File: src/rtl/decode_hazard_p.sv
// Decode stage: bypassed register file, load-use interlock, branch/jump resolution
// and the ID/EX pipeline register, sequenced by a WAIT/RUN/HALTED controller.
module decode_hazard_p #(
  parameter int DATA_W = 16,
  parameter int NREG   = 8,
  localparam int REG_W = $clog2(NREG)
) (
  input  logic              clk,
  input  logic              rst,
  input  logic              in_valid,
  output logic              in_ready,
  input  logic [REG_W-1:0]  rs_sel,
  input  logic [REG_W-1:0]  rt_sel,
  input  logic              rs_used,
  input  logic              rt_used,
  input  logic [REG_W-1:0]  dst_sel,
  input  logic              dst_wr,
  input  logic              dst_is_load,
  input  logic [DATA_W-1:0] pc,
  input  logic [DATA_W-1:0] imm,
  input  logic              br_en,
  input  logic [1:0]        br_op,
  input  logic              jmp,
  input  logic              jmp_reg,
  input  logic              halt_in,
  input  logic              wb_en,
  input  logic [REG_W-1:0]  wb_sel,
  input  logic [DATA_W-1:0] wb_data,
  output logic              out_valid,
  output logic [DATA_W-1:0] out_rs_data,
  output logic [DATA_W-1:0] out_rt_data,
  output logic [DATA_W-1:0] out_imm,
  output logic [REG_W-1:0]  out_dst_sel,
  output logic              out_dst_wr,
  output logic              out_is_load,
  output logic              redirect,
  output logic [DATA_W-1:0] redirect_pc,
  output logic              halted,
  output logic              err
);

  localparam logic [1:0] stWait   = 2'd0;
  localparam logic [1:0] stRun    = 2'd1;
  localparam logic [1:0] stHalted = 2'd2;

  logic [DATA_W-1:0] regFile [NREG];
  logic [1:0]        state;
  logic [DATA_W-1:0] rsData;
  logic [DATA_W-1:0] rtData;
  logic              loadUseStall;
  logic              accept;
  logic              brTaken;
  logic              multiCtrl;

  // A write in flight this cycle is visible to the reader immediately.
  assign rsData = (wb_en && wb_sel == rs_sel) ? wb_data : regFile[rs_sel];
  assign rtData = (wb_en && wb_sel == rt_sel) ? wb_data : regFile[rt_sel];

  assign loadUseStall = out_valid & out_is_load & out_dst_wr &
                        ((rs_used & (rs_sel == out_dst_sel)) |
                         (rt_used & (rt_sel == out_dst_sel)));

  assign in_ready  = (state == stRun) & ~loadUseStall;
  assign accept    = in_valid & in_ready;
  assign halted    = (state == stHalted);
  assign multiCtrl = (jmp & jmp_reg) | (jmp & br_en) | (jmp_reg & br_en);

  always_comb begin
    brTaken = 1'b0;
    case (br_op)
      2'b00:   brTaken = (rsData == '0);
      2'b01:   brTaken = (rsData != '0);
      2'b10:   brTaken = rsData[DATA_W-1];
      default: brTaken = ~rsData[DATA_W-1];
    endcase
  end

  assign redirect = accept & (jmp | jmp_reg | (br_en & brTaken));

  // jmp_reg outranks every other control source when several are set.
  always_comb begin
    redirect_pc = pc;
    if (redirect) begin
      if (jmp_reg) redirect_pc = rsData + imm;
      else         redirect_pc = pc + imm;
    end
  end

  always_ff @(posedge clk or negedge rst) begin
    if (!rst) begin
      for (int i = 0; i < NREG; i++) regFile[i] <= '0;
    end else if (wb_en) begin
      regFile[wb_sel] <= wb_data;
    end
  end

  always_ff @(posedge clk or negedge rst) begin
    if (!rst) begin
      state <= stWait;
      err   <= 1'b0;
    end else begin
      case (state)
        stWait:   state <= stRun;
        stRun:    if (accept && halt_in) state <= stHalted;
        stHalted: state <= stHalted;
        default:  state <= stWait;
      endcase
      if (accept && multiCtrl) err <= 1'b1;
    end
  end

  // Every cycle loads either the accepted instruction or an all-zero bubble.
  always_ff @(posedge clk or negedge rst) begin
    if (!rst) begin
      out_valid   <= 1'b0;
      out_rs_data <= '0;
      out_rt_data <= '0;
      out_imm     <= '0;
      out_dst_sel <= '0;
      out_dst_wr  <= 1'b0;
      out_is_load <= 1'b0;
    end else if (accept) begin
      out_valid   <= 1'b1;
      out_rs_data <= rsData;
      out_rt_data <= rtData;
      out_imm     <= imm;
      out_dst_sel <= dst_sel;
      out_dst_wr  <= dst_wr;
      out_is_load <= dst_is_load;
    end else begin
      out_valid   <= 1'b0;
      out_rs_data <= '0;
      out_rt_data <= '0;
      out_imm     <= '0;
      out_dst_sel <= '0;
      out_dst_wr  <= 1'b0;
      out_is_load <= 1'b0;
    end
  end

endmodule

File: config.mk
export PLATFORM = sky130hd
export DESIGN_NAME = decode_hazard_p
export DESIGN_NICKNAME = d
export VERILOG_FILES = /design/src/rtl/decode_hazard_p.sv
export SDC_FILE = /design/constraint.sdc
export NUM_CORES = 1
export LEC_CHECK = 0
export CAP_MARGIN = 5
export CORE_MARGIN = 2
export CORE_UTILIZATION = 50
export CTS_CLUSTER_DIAMETER = 40
export DETAILED_ROUTE_END_ITERATION = 12
export PLACE_DENSITY = 0.77
export RECOVER_POWER = 25
export SLEW_MARGIN = 30
export SYNTH_ARGS = -nofsm -noshare
export SYNTH_HDL_FRONTEND = slang
export SYNTH_SLANG_ARGS = --single-unit
File: constraint.sdc
create_clock -name clk -period 5 [get_ports clk]
set_clock_uncertainty 0.1 [all_clocks]
set_input_delay 0.75 -clock clk [delete_from_list [all_inputs] [get_ports clk]]
set_output_delay 0.75 -clock clk [all_outputs]
set_load 0.1 [all_outputs]
## Word level (Yosys, flattened, before mapping)

Index checks and enable logic that the tools add are counted.
Widths: inputs -> output; s select.

| storage, ports and cells | value |
|---|---|
| output and inout bits | 74 |
| register bits after elaboration | 185 |
| bits of input ports | 74 |
| logic and storage cells | 86 |

| cells by class | value |
|---|---|
| reduce and logical (&&, ||, !) cells | 9 |
| add/sub/neg operators | 2 |
| equal/unequal tests | 9 |
| order comparisons | 4 |
| muxes and demuxes | 23 |
| bitwise operators | 22 |

Operators by type and width:

| cell | number |
|---|---|
| $mux 16 | 12 |
| $bwmux 128 | 1 |
| $bmux 16 s3 | 2 |
| $demux 16 s3 | 1 |
| $add 16x16->16 | 2 |
| $logic_not 16->1 | 1 |
| $reduce_bool 16->1 | 1 |
| $and 1x1->1 | 12 |
| $eq 3x3->1 | 4 |
| $ge 4x4->1 const B | 3 |
| $not 3->4 | 3 |
| $pmux 2 s3 | 1 |
| $logic_and 1x1->1 | 5 |
| $or 1x1->1 | 5 |
| $eq 2x1->1 const B | 2 |
| $eq 2x2->1 const B | 2 |
| $logic_not 2->1 | 2 |
| $lt 4x1->1 const B | 1 |
| $mux 1 | 3 |
| $mux 3 | 1 |
| $pmux 1 s3 | 1 |
| $mux 2 | 1 |
| $ne 2x1->1 const B | 1 |
| $not 1->1 | 2 |

## Longest topological paths before layout

Gate-level depths: netlist (run 1).

| depth | value |
|---|---|
| depth after elaboration | 11 |
| mapped depth | 19 |

## Least setup slack after synthesis (run 1)

No wires, ideal clock.

| timing path | value |
|---|---|
| path kind | input port to output port |
| start | input port rs_sel[0] |
| end | output port redirect_pc[13] |
| arrival | 5.845 ns |
| path slack | -1.695 ns |
| path buffers | 3 |
| required time | 4.150 ns |
| stages | 13 |
| cell sequence | buf_6 buf_4 xnor2_1 nand4_1 a21oi_1 nor2b_1 nand2_1 inv_1 nand3b_1 mux2_2 nand2_4 buf_6 mux2i_1 |

| between the ends | value |
|---|---|
| elaborated cells on any way between the ends | 24 |

RTL lines:

| element | RTL line | text |
|---|---|---|
| from (decl) | 12 | `input logic [REG_W-1:0] rs_sel,` |
| $eq 3x3->1 | 60 | `((rs_used & (rs_sel == out_dst_sel)) \|` |
| $and 1x1->1 | 60 |  |
| $or 1x1->1 | 60 |  |
| $and 1x1->1 | 59 | `assign loadUseStall = out_valid & out_is_load & out_dst_wr &` |
| $not 1->1 | 63 | `assign in_ready = (state == stRun) & ~loadUseStall;` |
| $and 1x1->1 | 63 |  |
| via in_ready | 11 | `output logic in_ready,` |
| $and 1x1->1 | 64 | `assign accept = in_valid & in_ready;` |
| $and 1x1->1 | 78 | `assign redirect = accept & (jmp \| jmp_reg \| (br_en & brTaken));` |
| via redirect | 36 | `output logic redirect,` |
| $mux 16 | 83 | `if (redirect) begin` |
| to (decl) | 37 | `output logic [DATA_W-1:0] redirect_pc,` |

The timed path passes the listed nets, and every way through them passes these cells. The select of a mux whose other input is x is not followed.

## Worst setup path in the final report (run 1)

| timing path | value |
|---|---|
| start | input port rs_sel[2] |
| end | output port redirect_pc[15] |

| between the ends | value |
|---|---|
| cells in the longest elaborated chain, start to end | 11 |
| elaborated cells on any way between the ends | 24 |

Ends and longest elaborated chain:

| element | RTL line |
|---|---|
| branches (longest 10 deep; another with $add 16x16->16) | n/a |
| $mux 16 (*) | 83 |

Mark *: on every way between the ends. The select of a mux whose other input is x is not followed.

==> results of run 1 <==
-- flip-flops by register name (all words and copies together), names as in the netlist --
| signal | cells |
|---|---|
| out_valid | 1 |
| regFile | 128 |
| out_dst_sel | 3 |
| out_rs_data | 16 |
| out_is_load | 1 |
| err | 1 |
| out_rt_data | 16 |
| out_dst_wr | 1 |
| out_imm | 16 |
| state | 2 |
-- Yosys cell counts (2+ instances only) --
cell and count:
dfrtp_1 185, mux2_2 132, mux2i_1 54, nor2_1 52, mux4_2 51, clkbuf_1 50, nand2_1 30, and2_1 29
a21oi_1 26, ha_1 20, o21ai_0 19, a211oi_1 18, xnor2_1 18, a22oi_1 14, inv_1 8, mux2_1 7
mux2_4 7, nand3_1 7, nand4_1 7, nor3_1 6, nor4_1 6, a21o_1 5, nand4b_1 5, buf_1 4
nor2b_1 4, xor2_1 4, and3_1 3, buf_4 3, buf_6 3, o211ai_1 3, o21ai_1 3, o311ai_0 3
a221oi_1 2, a22o_1 2, a31oi_1 2, and4_1 2, buf_2 2, nand2b_1 2, nor3b_1 2
-- worst register-to-register path, cell delays in order, from the launching register on --
cell and delay, ns:
dfrtp_1 0.45, xnor2_1 0.25, nand4_1 0.13, a21oi_1 0.25, nor2b_4 0.06, nand2_1 0.09, inv_1 0.19, buf_4 0.27
and2_1 0.18
-- stage by stage --
step	power (uW)	hold WS [ns]
after floorplan	3590	0.354
after global placement	4310	0.385
after detailed placement	4370	0.396
after CTS	5830	0.374
after global routing	6120	0.414
final	5890	0.406
-- path summary, 6_finish.rpt --
path                                           from                      end  slack, ns  cells after the start
min reg2reg                         err$_DFFE_PN0P_          err$_DFFE_PN0P_       0.41                      1
max                                       rs_sel[2]          redirect_pc[15]      -0.19                     19
max reg2reg                out_dst_sel[2]$_DFF_PN0_     out_imm[5]$_DFF_PN0_       2.92                      8
min in group asynchronous                       rst    out_imm[11]$_DFF_PN0_       1.00                      1
max in group asynchronous                       rst  regFile[66]$_DFFE_PN0P_       0.69                      2
min                                 err$_DFFE_PN0P_          err$_DFFE_PN0P_       0.41                      1
-- final cells by class --
class | count | area share
Inverter | 8 | 0.00212
Sequential cell | 185 | 0.327
Timing Repair Buffer | 287 | 0.200
Clock buffer | 18 | 0.0310
Multi-Input combinational cell | 557 | 0.406
Tap cell | 270 | 0.0238
Clock inverter | 14 | 0.00971
-- layer usage --
metal	part of all wire	wire [microns]	vias to the layer above
met4	0.036	1070	0
met2	0.49	14600	391
met5	0	0	-
li1	-	-	3508
met1	0.40	12100	4023
met3	0.074	2220	79
-- cells by family after synthesis --
kind of cell | count (synthesis) | share of synthesized area
mux | 251 | 0.328
flops | 185 | 0.452
simple gates | 160 | 0.0797
compound gates | 102 | 0.0640
buf+inv | 70 | 0.0292
xor+xnor | 22 | 0.0188
fa+ha+maj | 22 | 0.0274
-- where the power goes --
| part | internal, uW | switching (uW) | total [uW] |
|---|---|---|---|
| combinational | 1090 | 1460 | 2550 |
| sequential | 1790 | 201 | 1990 |
| clock | 712 | 632 | 1340 |
-- timing repair --
| item | CTS | global route |
|---|---|---|
| buffers inserted | 16 | 9 |
| setup endpoints to repair | 8 | 5 |
| gates resized for setup | 82 | 24 |
| gates cloned | 2 | 0 |
| pin swaps | 21 | 19 |
==> summary.md, run 1 <==
| Metric | Value |
|---|---|
| Max_cap viols | `2` |
| GRT Util Overall | `0.281` |
| CP max-delay cell | `or4_1` |
| ANT nets after route | `0` |
| FMAX | `193 MHz` |
| Required @ worst endpoint | `4.15 ns` |
| Most frequent cells in the layout | `dfrtp_1 (185), mux2_2 (129), clkdlybuf4s50_1 (120)` |
| # DRC | `0` |
| Hold Fails Final Rpt | `0` |
| Syn_area_per_cell | `12.6 sq um` |
| Worst Tran Pin Value | `2.57 ns` |
| Post-Synthesis Cells | `812` |
| Total grt overflow | `0` |
| EDFF count, synth | `0` |
| Number of synthesized register bits | `185` |
| Via Count | `8,001` |
| DP Worst Slack | `-0.540 ns` |
| Initial antenna violation count | `0` |
| Wirelength, routed | `30,000 microns` |
| Design area | `14,200 sq um` |
| CTS Buf Count | `17` |
| Synthesized cell area | `10,200 sq um` |
| Global route hottest layer | `met2` |
| Area grow syn2layout | `38.5%` |
| 1st-iter DRT viols | `657` |
| # nets final | `1,151` |
| Antenna diode count | `0` |
| Yosys top cell by area | `dfrtp_1` |
| Worst-Skew Late Latency | `0.44 ns` |
| CTS hold repair buffers | `0` |
| Final worst slack | `-0.188 ns` |
| Layout cell share with drive strength beyond 1 | `0.418` |
| RePlAce Congestion | `0.893` |
| Async set-reset flop share out of synthesis | `1.00` |
| FF/Latch Area | `4630 sq um` |
| CTS root buf | `clkbuf_16` |
| Data arrival, critical path | `4.34 ns` |
| Hold crit path type | `register to register` |
| Seq/Total Area, Yosys | `0.452` |
| CTS sink count | `185` |
| Top cells by area, synth | `dfrtp_1 (45%), mux2_2 (15%), mux4_2 (11%)` |
| Syn nets | `907` |
| Met3 Use GR | `0.0491` |
| Non-filler cells, final | `1,339` |
| Multi-input logic area | `5760 sq um` |
| Rows | `52` |
| IO Pins | `148` |
| Cell Area, Placed | `13,000 sq um` |
| CP delay by family, top | `simple AND/OR/NAND/NOR gates` |
| Primary FF master, synth | `dfrtp_1` |
| Final Critical Period | `5.19 ns` |
| Die height | `147 microns` |
| Commonest non-fill, non-tap cell in the layout | `dfrtp_1` |
| CP startpoint kind | `input pin` |
| Initial Util | `0.507` |
| Synth unique cells | `51` |
| Final period util | `1.04` |
| H-tree depth | `4` |
| RSZ-0062 raised after global routing | `true` |
| Lkg Pwr | `0.00612 uW` |
| Critical path type | `input pin to output pin` |
| Peak VDD IR | `0.254 mV` |
| CTS tree | `built` |
| Failing checks | `capacitance limit, slew limit, setup timing` |
| Routed WL per cell | `22.4 microns` |
| GRT met2 Usage | `0.461` |
| First-pass GRT wire length | `46,000 microns` |
| Core ar. | `20,200 sq um` |
| Slowest stage delay, CP | `0.56 ns` |
| Maximum fanout along the worst path | `8` |
| Yosys Warn Count | `0` |
| Cell Pwr Density | `415 nW/um^2` |
| Total Die Area | `21,600 sq um` |
| IO Port Bufs | `147` |
| DPL Wire Length | `20,400 microns` |
| Final design utilization | `0.703` |
| Max-slew violations | `188` |
| Outcome | `finished, violations left` |
| Post-Route Setup TNS | `-0.188 ns` |
| Final setup fails | `1` |
| Largest net degree at the start of global routing | `106` |
| Worst path bufs/invs | `5` |
| CP cell instances | `buf_6 > buf_12 > xnor2_4 > nand4_1 > buf_6 > buf_4 > nand2_1 > o21ai_2 > a21oi_1 > ha_1 > o211ai_1 > o211ai_1 > nand3_1 > nand4_1 > and3_4 > or4_1 > o311ai_2 > a22o_4 > buf_12` |
| Pre-antenna DRT Iters | `5` |
| Share of the synthesized area in the top cell type | `0.452` |
| Die Wd | `147 microns` |
| Slew HR | `-0.712` |
| Number of global-route vias before repair | `8,193` |
| Placed insts | `1,282` |
| Post-DR vias/cell | `5.98` |
| Fillers | `1,339` |
| Worst-path clk slew | `0.07 ns` |
| CP endpoint kind | `output pin` |
| Grt met1 use | `0.372` |
| CTS Buffer Depth | `2` |
(Power assumes the default switching activity.)
==> inputs of run 2 (changes only) <==
--- a/config.mk
+++ b/config.mk
@@ -10,9 +10,11 @@
 export CORE_UTILIZATION = 50
 export CTS_CLUSTER_DIAMETER = 40
 export DETAILED_ROUTE_END_ITERATION = 12
+export GPL_TIMING_DRIVEN = 1
 export PLACE_DENSITY = 0.77
 export RECOVER_POWER = 25
 export SLEW_MARGIN = 30
 export SYNTH_ARGS = -nofsm -noshare
 export SYNTH_HDL_FRONTEND = slang
 export SYNTH_SLANG_ARGS = --single-unit
+export TNS_END_PERCENT = 30
==> run 2 against run 1 <==
The flow still finishes with violations (capacitance limit, slew limit, setup timing). Flip-flop and latch count stayed put. Worst setup slack gained 0.10 ns. Via count is 1.3% lower. Die area unchanged. First-iteration DRC count shrank 5.0%. Global-route usage hardly changed. Sequential share of layout area grew 0.26 points. Clock power about the same. Combinational power decreased by 2%. Routed wire length shrank 1.3%. Largest cell class unchanged.
==> summary.md, run 2 (synthesized netlist as in run 1, its figures left out) <==
| Metric | Value |
|---|---|
| Die height | `147 microns (unchanged)` |
| Final hold slack | `0.405 ns (-0.000944 ns)` |
| Total Die Area | `21,600 sq um (unchanged)` |
| First-pass GRT wire length | `46,000 microns (about the same)` |
| FMAX | `197 MHz (+2.0%)` |
| Post-Route Setup TNS | `-0.0991 ns (+0.0893 ns)` |
| CP max-delay cell | `or4_1` |
| Via Count | `7,894 (-1.3%)` |
| CP startpoint kind | `input pin` |
| CTS root buf | `clkbuf_16` |
| ANT nets after route | `0 (unchanged)` |
| Post-DR vias/cell | `5.92 (-0.89%)` |
| Data arrival, critical path | `4.24 ns (-0.10 ns)` |
| RePlAce Congestion | `0.893 (unchanged)` |
| Routed WL per cell | `22.2 microns (-0.87%)` |
| Wirelength, routed | `29,600 microns (-1.3%)` |
| CTS Buf Count | `17 (unchanged)` |
| Initial Util | `0.507 (unchanged)` |
| Critical path type | `input pin to output pin` |
| Max FFs per register | `128 (unchanged)` |
| Final period util | `1.02 (-0.0204)` |
| Final Critical Period | `5.09 ns (-0.102 ns)` |
| Cell Pwr Density | `416 nW/um^2 (+0.18%)` |
| Rows | `52 (unchanged)` |
| Largest net degree at the start of global routing | `106 (unchanged)` |
| CP endpoint kind | `output pin` |
| Max_cap viols | `2 (unchanged)` |
| CTS sink count | `185 (unchanged)` |
| Slew HR | `-0.703 (+0.00892)` |
| Area grow syn2layout | `37.4%` |
| 1st-iter DRT viols | `624 (-5.0%)` |
| CTS tree | `built` |
| Worst path bufs/invs | `4 (-1)` |
| Max-slew violations | `188 (unchanged)` |
| Final worst slack | `-0.0863 ns (+0.102 ns)` |
| Pre-antenna DRT Iters | `4 (-1)` |
| Overall power | `5850 uW (-0.63%)` |
| Failing checks | `capacitance limit, slew limit, setup timing` |
| FF/Latch Area | `4630 sq um (unchanged)` |
| Outcome | `finished, violations left` |
| H-tree depth | `4 (unchanged)` |
| DPL Wire Length | `20,400 microns (unchanged)` |
| Initial antenna violation count | `0 (unchanged)` |
| Die Wd | `147 microns (unchanged)` |
| Peak VDD IR | `0.251 mV (-0.83%)` |
| Hold Fails Final Rpt | `0 (unchanged)` |
| Required @ worst endpoint | `4.15 ns (about the same)` |
| RSZ-0062 raised after global routing | `true` |
| Lkg Pwr | `0.00607 uW (-0.83%)` |
| Antenna diode count | `0 (unchanged)` |
| Slowest stage delay, CP | `0.53 ns (-0.03 ns)` |
| Number of global-route vias before repair | `8,161 (-0.39%)` |
| # DRC | `0 (unchanged)` |
| Hold crit path type | `register to register` |
| Multi-input logic area | `5680 sq um (-1.3%)` |
| Core ar. | `20,200 sq um (unchanged)` |
| Worst Tran Pin Value | `2.55 ns (-0.0134 ns)` |
| Layout cell share with drive strength beyond 1 | `0.408 (-0.00987)` |
| Total grt overflow | `0 (unchanged)` |
| Commonest non-fill, non-tap cell in the layout | `dfrtp_1` |
| Maximum fanout along the worst path | `8 (unchanged)` |
| # nets final | `1,145 (-0.52%)` |
| CTS Buffer Depth | `2 (unchanged)` |
| Fillers | `1,369 (+2.2%)` |
| GRT Util Overall | `0.281 (-0.000289)` |
| Worst-path clk slew | `0.07 ns (about the same)` |
| Worst-Skew Late Latency | `0.44 ns (about the same)` |
| Reg with most FFs | `regFile` |
| Most frequent cells in the layout | `dfrtp_1 (185), mux2_2 (130), clkdlybuf4s50_1 (120)` |
| IO Pins | `148 (unchanged)` |
| IO Port Bufs | `147 (unchanged)` |
| CP delay by family, top | `simple AND/OR/NAND/NOR gates` |
| Final setup fails | `2 (+1)` |
| CP cell instances | `dlygate4sd2_1 > xnor2_2 > nand4_1 > buf_6 > buf_4 > nand2_1 > o21ai_2 > a21oi_1 > ha_1 > o211ai_1 > o211ai_1 > nand3_1 > nand4_1 > and3_4 > or4_1 > o311ai_2 > a22o_4 > buf_12` |
==> run 2: changes by cell type in the layout (fill, tap and decap cells not counted), sizes merged <==
cell / previous run / this run
clkbuf: 21 / 20
dlygate4sd2: 1 / 2
clkdlybuf4s15: 1 / 3
buf: 162 / 154
==> run 2: power breakdown <==
| group | leakage (uW) | switching (uW) | internal [uW] | total, uW |
|---|---|---|---|---|
| Sequential | 0.00232 | 201 | 1790 | 1990 |
| Clock | 0.000272 | 632 | 712 | 1340 |
| Combinational | 0.00348 | 1440 | 1070 | 2510 |
==> run 2: worst paths after layout <==
kind | from | to | slack [ns] | cells past startpoint
setup / recovery | wb_sel[2] | redirect_pc[15] | -0.09 | 18
hold / removal | err$_DFFE_PN0P_ | err$_DFFE_PN0P_ | 0.40 | 1
setup reg to reg | out_dst_sel[2]$_DFF_PN0_ | out_imm[5]$_DFF_PN0_ | 2.93 | 8
hold reg to reg | err$_DFFE_PN0P_ | err$_DFFE_PN0P_ | 0.40 | 1
max in group asynchronous | rst | regFile[19]$_DFFE_PN0P_ | 0.67 | 2
min in group asynchronous | rst | out_imm[11]$_DFF_PN0_ | 0.99 | 1
==> run 2: cell type report <==
cell class              instances  share of cell area
clock buffers                  18              0.0312
clock inverters                14             0.00979
inverters                       8             0.00214
multi-input cells             557               0.404
flip-flops and latches        185               0.329
well taps                     270              0.0240
repair buffers                281               0.200
==> run 2: repair_timing <==
| item | 4_1_cts | 5_1_grt |
|---|---|---|
| setup buffers | 15 | 2 |
| hold buffers | 0 | 0 |
| cloned | 2 | 0 |
| gates resized for setup | 79 | 10 |
| endpoints found under the setup margin | 8 | 5 |
| pin swaps | 19 | 6 |
==> run 2: stage by stage <==
stage	setup slack [ns]	cells	area, sq um	utilization
3_5_place_dp	-0.540	1282	13000	0.644
6_report	-0.0863	1333	14100	0.697
5_1_grt	-0.289	1333	14100	0.697
2_1_floorplan	0.00613	812	10300	-
3_3_place_gp	-0.490	1275	12900	0.640
4_1_cts	-0.0430	1331	14000	0.695
==> run 2: worst register-to-register path, cell delays in order, from the launching register on <==
cell	delay [ns]
dfrtp_1	0.44
xnor2_1	0.24
nand4_1	0.13
a21oi_1	0.25
nor2b_4	0.06
nand2_1	0.09
inv_1	0.19
buf_4	0.27
and2_1	0.18
==> run 2: metal layers <==
| metal | global-route usage | vias up | wire length, microns |
|---|---|---|---|
| met5 | 0 | - | 0 |
| met4 | 0.114 | 0 | 937 |
| met3 | 0.0488 | 70 | 2300 |
| met2 | 0.461 | 396 | 14400 |
| met1 | 0.373 | 3938 | 11900 |
| li1 | - | 3490 | - |
==> inputs of run 3 (changes only) <==
--- a/config.mk
+++ b/config.mk
@@ -7,11 +7,11 @@
 export LEC_CHECK = 0
 export CAP_MARGIN = 5
 export CORE_MARGIN = 2
-export CORE_UTILIZATION = 50
+export CORE_UTILIZATION = 55
 export CTS_CLUSTER_DIAMETER = 40
 export DETAILED_ROUTE_END_ITERATION = 12
 export GPL_TIMING_DRIVEN = 1
-export PLACE_DENSITY = 0.77
+export PLACE_DENSITY = 0.81
 export RECOVER_POWER = 25
 export SLEW_MARGIN = 30
 export SYNTH_ARGS = -nofsm -noshare
==> constraint.sdc (replaced) <==
create_clock -name clk -period 5.2 [get_ports clk]
set_clock_uncertainty 0.1 [all_clocks]
set_input_delay 0.78 -clock clk [delete_from_list [all_inputs] [get_ports clk]]
set_output_delay 0.78 -clock clk [all_outputs]
set_load 0.1 [all_outputs]
==> run 3 against run 2 <==
The run still ends with capacitance limit, slew limit, setup timing left. Global-route usage increased by 5.1 points. Critical endpoint unchanged. Design area grew 0.73%. Clock power shrank 3%. Routed wire length increased by 10%. Sequential power is 3% lower. Non-clock buffer count up 5. Worst setup slack got worse by 0.15 ns. Die area is 8.8% lower. Register-to-register slack gained 0.10 ns. Via count rose by 6.6%. Critical path type unchanged. Total power shrank 2.4%.
==> summary.md, run 3 (synthesized netlist as in run 1, its figures left out) <==
| Metric | Value |
|---|---|
| Outcome | `finished, violations left` |
| Failing checks | `capacitance limit, slew limit, setup timing` |
| Final Critical Period | `5.44 ns` |
| Final hold slack | `0.368 ns (-0.0368 ns)` |
| Final period util | `1.05` |
| Critical path type | `input pin to output pin` |
| CTS Buf Count | `17 (unchanged)` |
| Placed insts | `1,235 (-3.7%)` |
| Layout cell share with drive strength beyond 1 | `0.408 (-0.000593)` |
| Lkg Pwr | `0.00615 uW (+1.4%)` |
| First-pass GRT wire length | `49,500 microns (+7.6%)` |
| Pre-antenna DRT Iters | `5 (+1)` |
| Fillers | `962 (-30%)` |
| Non-filler cells, final | `1,296 (-2.8%)` |
| Pint | `3490 uW (-2.4%)` |
| Max_cap viols | `2 (unchanged)` |
| DPL Wire Length | `19,600 microns (-3.7%)` |
| Data arrival, critical path | `4.56 ns (+0.32 ns)` |
| # DRC | `0 (unchanged)` |
| Required @ worst endpoint | `4.32 ns (+0.17 ns)` |
| CP delay by family, top | `compound AO/OA/AOI/OAI gates` |
| Final worst slack | `-0.241 ns (-0.155 ns)` |
| Worst-Skew Late Latency | `0.44 ns (about the same)` |
| IO Port Bufs | `147 (unchanged)` |
| Design area | `14,200 sq um (+0.73%)` |
| IO Pins | `148 (unchanged)` |
| Worst-path clk slew | `0.07 ns (about the same)` |
| Via Count | `8,417 (+6.6%)` |
| Switching Share | `0.389 (about the same)` |
| Clock power frac | `0.228 (-0.002)` |
| Worst Tran Pin Value | `2.30 ns (-0.252 ns)` |
| Total Die Area | `19,700 sq um (-8.8%)` |
| GRT Util Overall | `0.331 (+0.0506)` |
| Hold Fails Final Rpt | `0 (unchanged)` |
| Hold crit path type | `register to register` |
| Most frequent cells in the layout | `dfrtp_1 (185), mux2_2 (130), clkdlybuf4s50_1 (119)` |
| Slowest stage delay, CP | `0.55 ns (+0.02 ns)` |
| Worst r2r src | `regFile[1]$_DFFE_PN0P_` |
| 1st-iter DRT viols | `704 (+13%)` |
| CP cell instances | `buf_12 > buf_12 > mux4_2 > mux2i_4 > a21oi_1 > mux2_4 > ha_4 > a211oi_4 > o211ai_1 > buf_4 > nand3_2 > nand4_1 > a2111oi_4 > nor3_2 > buf_4 > a22o_1 > a22o_4 > buf_12` |
| Flop pwr share | `0.340 (about the same)` |
| Routed WL per cell | `25.1 microns (+13%)` |
| Total net switching power | `2220 uW (-2.4%)` |
| Wirelength, routed | `32,600 microns (+10%)` |
| CP max-delay cell | `mux4_2` |
| H-tree depth | `4 (unchanged)` |
| Slew HR | `-0.535 (+0.168)` |
| Crit path from | `rs_sel[0]` |
| Post-DR vias/cell | `6.49 (+9.7%)` |
| Initial antenna violation count | `0 (unchanged)` |
| Area grow syn2layout | `38.4%` |
| ANT nets after route | `0 (unchanged)` |
| Initial Util | `0.566 (+0.0584)` |
| Gate power share | `0.432 (+0.002)` |
| Commonest non-fill, non-tap cell in the layout | `dfrtp_1` |
| Core ar. | `18,100 sq um (-10%)` |
| CTS tree | `built` |
| FMAX | `184 MHz` |
| Cell Area, Placed | `12,900 sq um (-0.81%)` |
| Largest net degree at the start of global routing | `95 (-10%)` |
| Rows | `49 (-5.8%)` |
| Worst path bufs/invs | `5 (+1)` |
| Peak VDD IR | `0.277 mV (+10%)` |
| # nets final | `1,150 (+0.44%)` |
| Most common cell on crit path | `buf_12` |
| Antenna diode count | `0 (unchanged)` |
| Max-slew violations | `188 (unchanged)` |
| CP startpoint kind | `input pin` |
| Total grt overflow | `0 (unchanged)` |
| CP endpoint kind | `output pin` |
| RSZ-0062 raised after global routing | `true` |
| Final setup fails | `2 (unchanged)` |
| HP Start | `err$_DFFE_PN0P_` |
| Maximum fanout along the worst path | `5 (-3)` |
| Die height | `140 microns (-4.5%)` |
| Cell Pwr Density | `403 nW/um^2 (-3.1%)` |
| CTS sink count | `185 (unchanged)` |
| CTS root buf | `clkbuf_16` |
| RePlAce Congestion | `0.881 (-1.4%)` |
| Die Wd | `140 microns (-4.5%)` |
| Number of global-route vias before repair | `8,817 (+8.0%)` |
| Max FFs per register | `128 (unchanged)` |
| Reg with most FFs | `regFile` |
| CTS Buffer Depth | `2 (unchanged)` |
==> run 3: cell count changes in the layout (fill, tap and decap cells not counted), moves of 3 or more <==
cell	previous run	this run
buf_6	11	3
buf_12	24	30
clkbuf_1	0	5
inv_6	5	1
bufbuf_16	0	3
==> run 3: routing by layer <==
metal,part of all wire,vias to the layer above,global-route usage
met2,0.48,541,0.542
met3,0.082,158,0.0793
met1,0.38,4214,0.398
li1,-,3504,-
met4,0.061,0,0.206
met5,0,-,0
==> run 3: per-stage QoR <==
stage	power, uW	utilization	worst slack (ns)	setup TNS [ns]
2_1_floorplan	3440	-	-0.00533	-0.00533
3_3_place_gp	4120	0.711	-0.572	-1.14
3_5_place_dp	4180	0.713	-0.616	-1.40
4_1_cts	5580	0.776	-0.0845	-0.143
5_1_grt	5910	0.783	-0.438	-0.802
6_report	5710	0.783	-0.241	-0.304
==> run 3: layout make-up <==
cell class	instances	area [sq um]	area share
inverters	8	30.0	0.00212
clock buffers	21	460	0.0325
multi-input cells	557	5700	0.403
flip-flops and latches	185	4630	0.327
clock inverters	10	120	0.00848
repair buffers	286	2930	0.207
well taps	229	287	0.0202
==> run 3: power by group through the flow <==
stage | sequential, uW | clock (uW) | combinational [uW]
floorplan | 2290 | 0 | 1150
global placement | 1910 | 0 | 2210
detailed placement | 1930 | 0 | 2250
CTS | 1910 | 1310 | 2360
global route | 1960 | 1370 | 2580
finish | 1940 | 1300 | 2470
==> run 3: repair_timing <==
| action | CTS | global route |
|---|---|---|
| gates cloned | 4 | 0 |
| pin swaps | 20 | 13 |
| hold buffers | 0 | 0 |
| resized for setup | 68 | 28 |
| buffers inserted | 22 | 4 |
| endpoints found under the setup margin | 7 | 12 |
==> run 3: worst register-to-register path: stages, from the launching register on <==
cell      delay [ns]
dfrtp_1         0.40
mux4_2          0.50
nor2_4          0.14
a221oi_4        0.06
mux2i_2         0.25
buf_4           0.16
buf_4           0.11
buf_4           0.10
buf_4           0.09
buf_4           0.09
nor2_1          0.04
==> run 3: final timing paths <==
| kind | to | slack, ns | cells past startpoint |
|---|---|---|---|
| worst min-delay path | err$_DFFE_PN0P_ | 0.37 | 1 |
| worst max-delay path | redirect_pc[15] | -0.24 | 18 |
| worst max register to register | out_rs_data[1]$_DFF_PN0_ | 3.03 | 10 |
| min in group asynchronous | out_imm[11]$_DFF_PN0_ | 0.93 | 1 |
| worst min register to register | err$_DFFE_PN0P_ | 0.37 | 1 |
| max in group asynchronous | regFile[114]$_DFFE_PN0P_ | 0.80 | 2 |
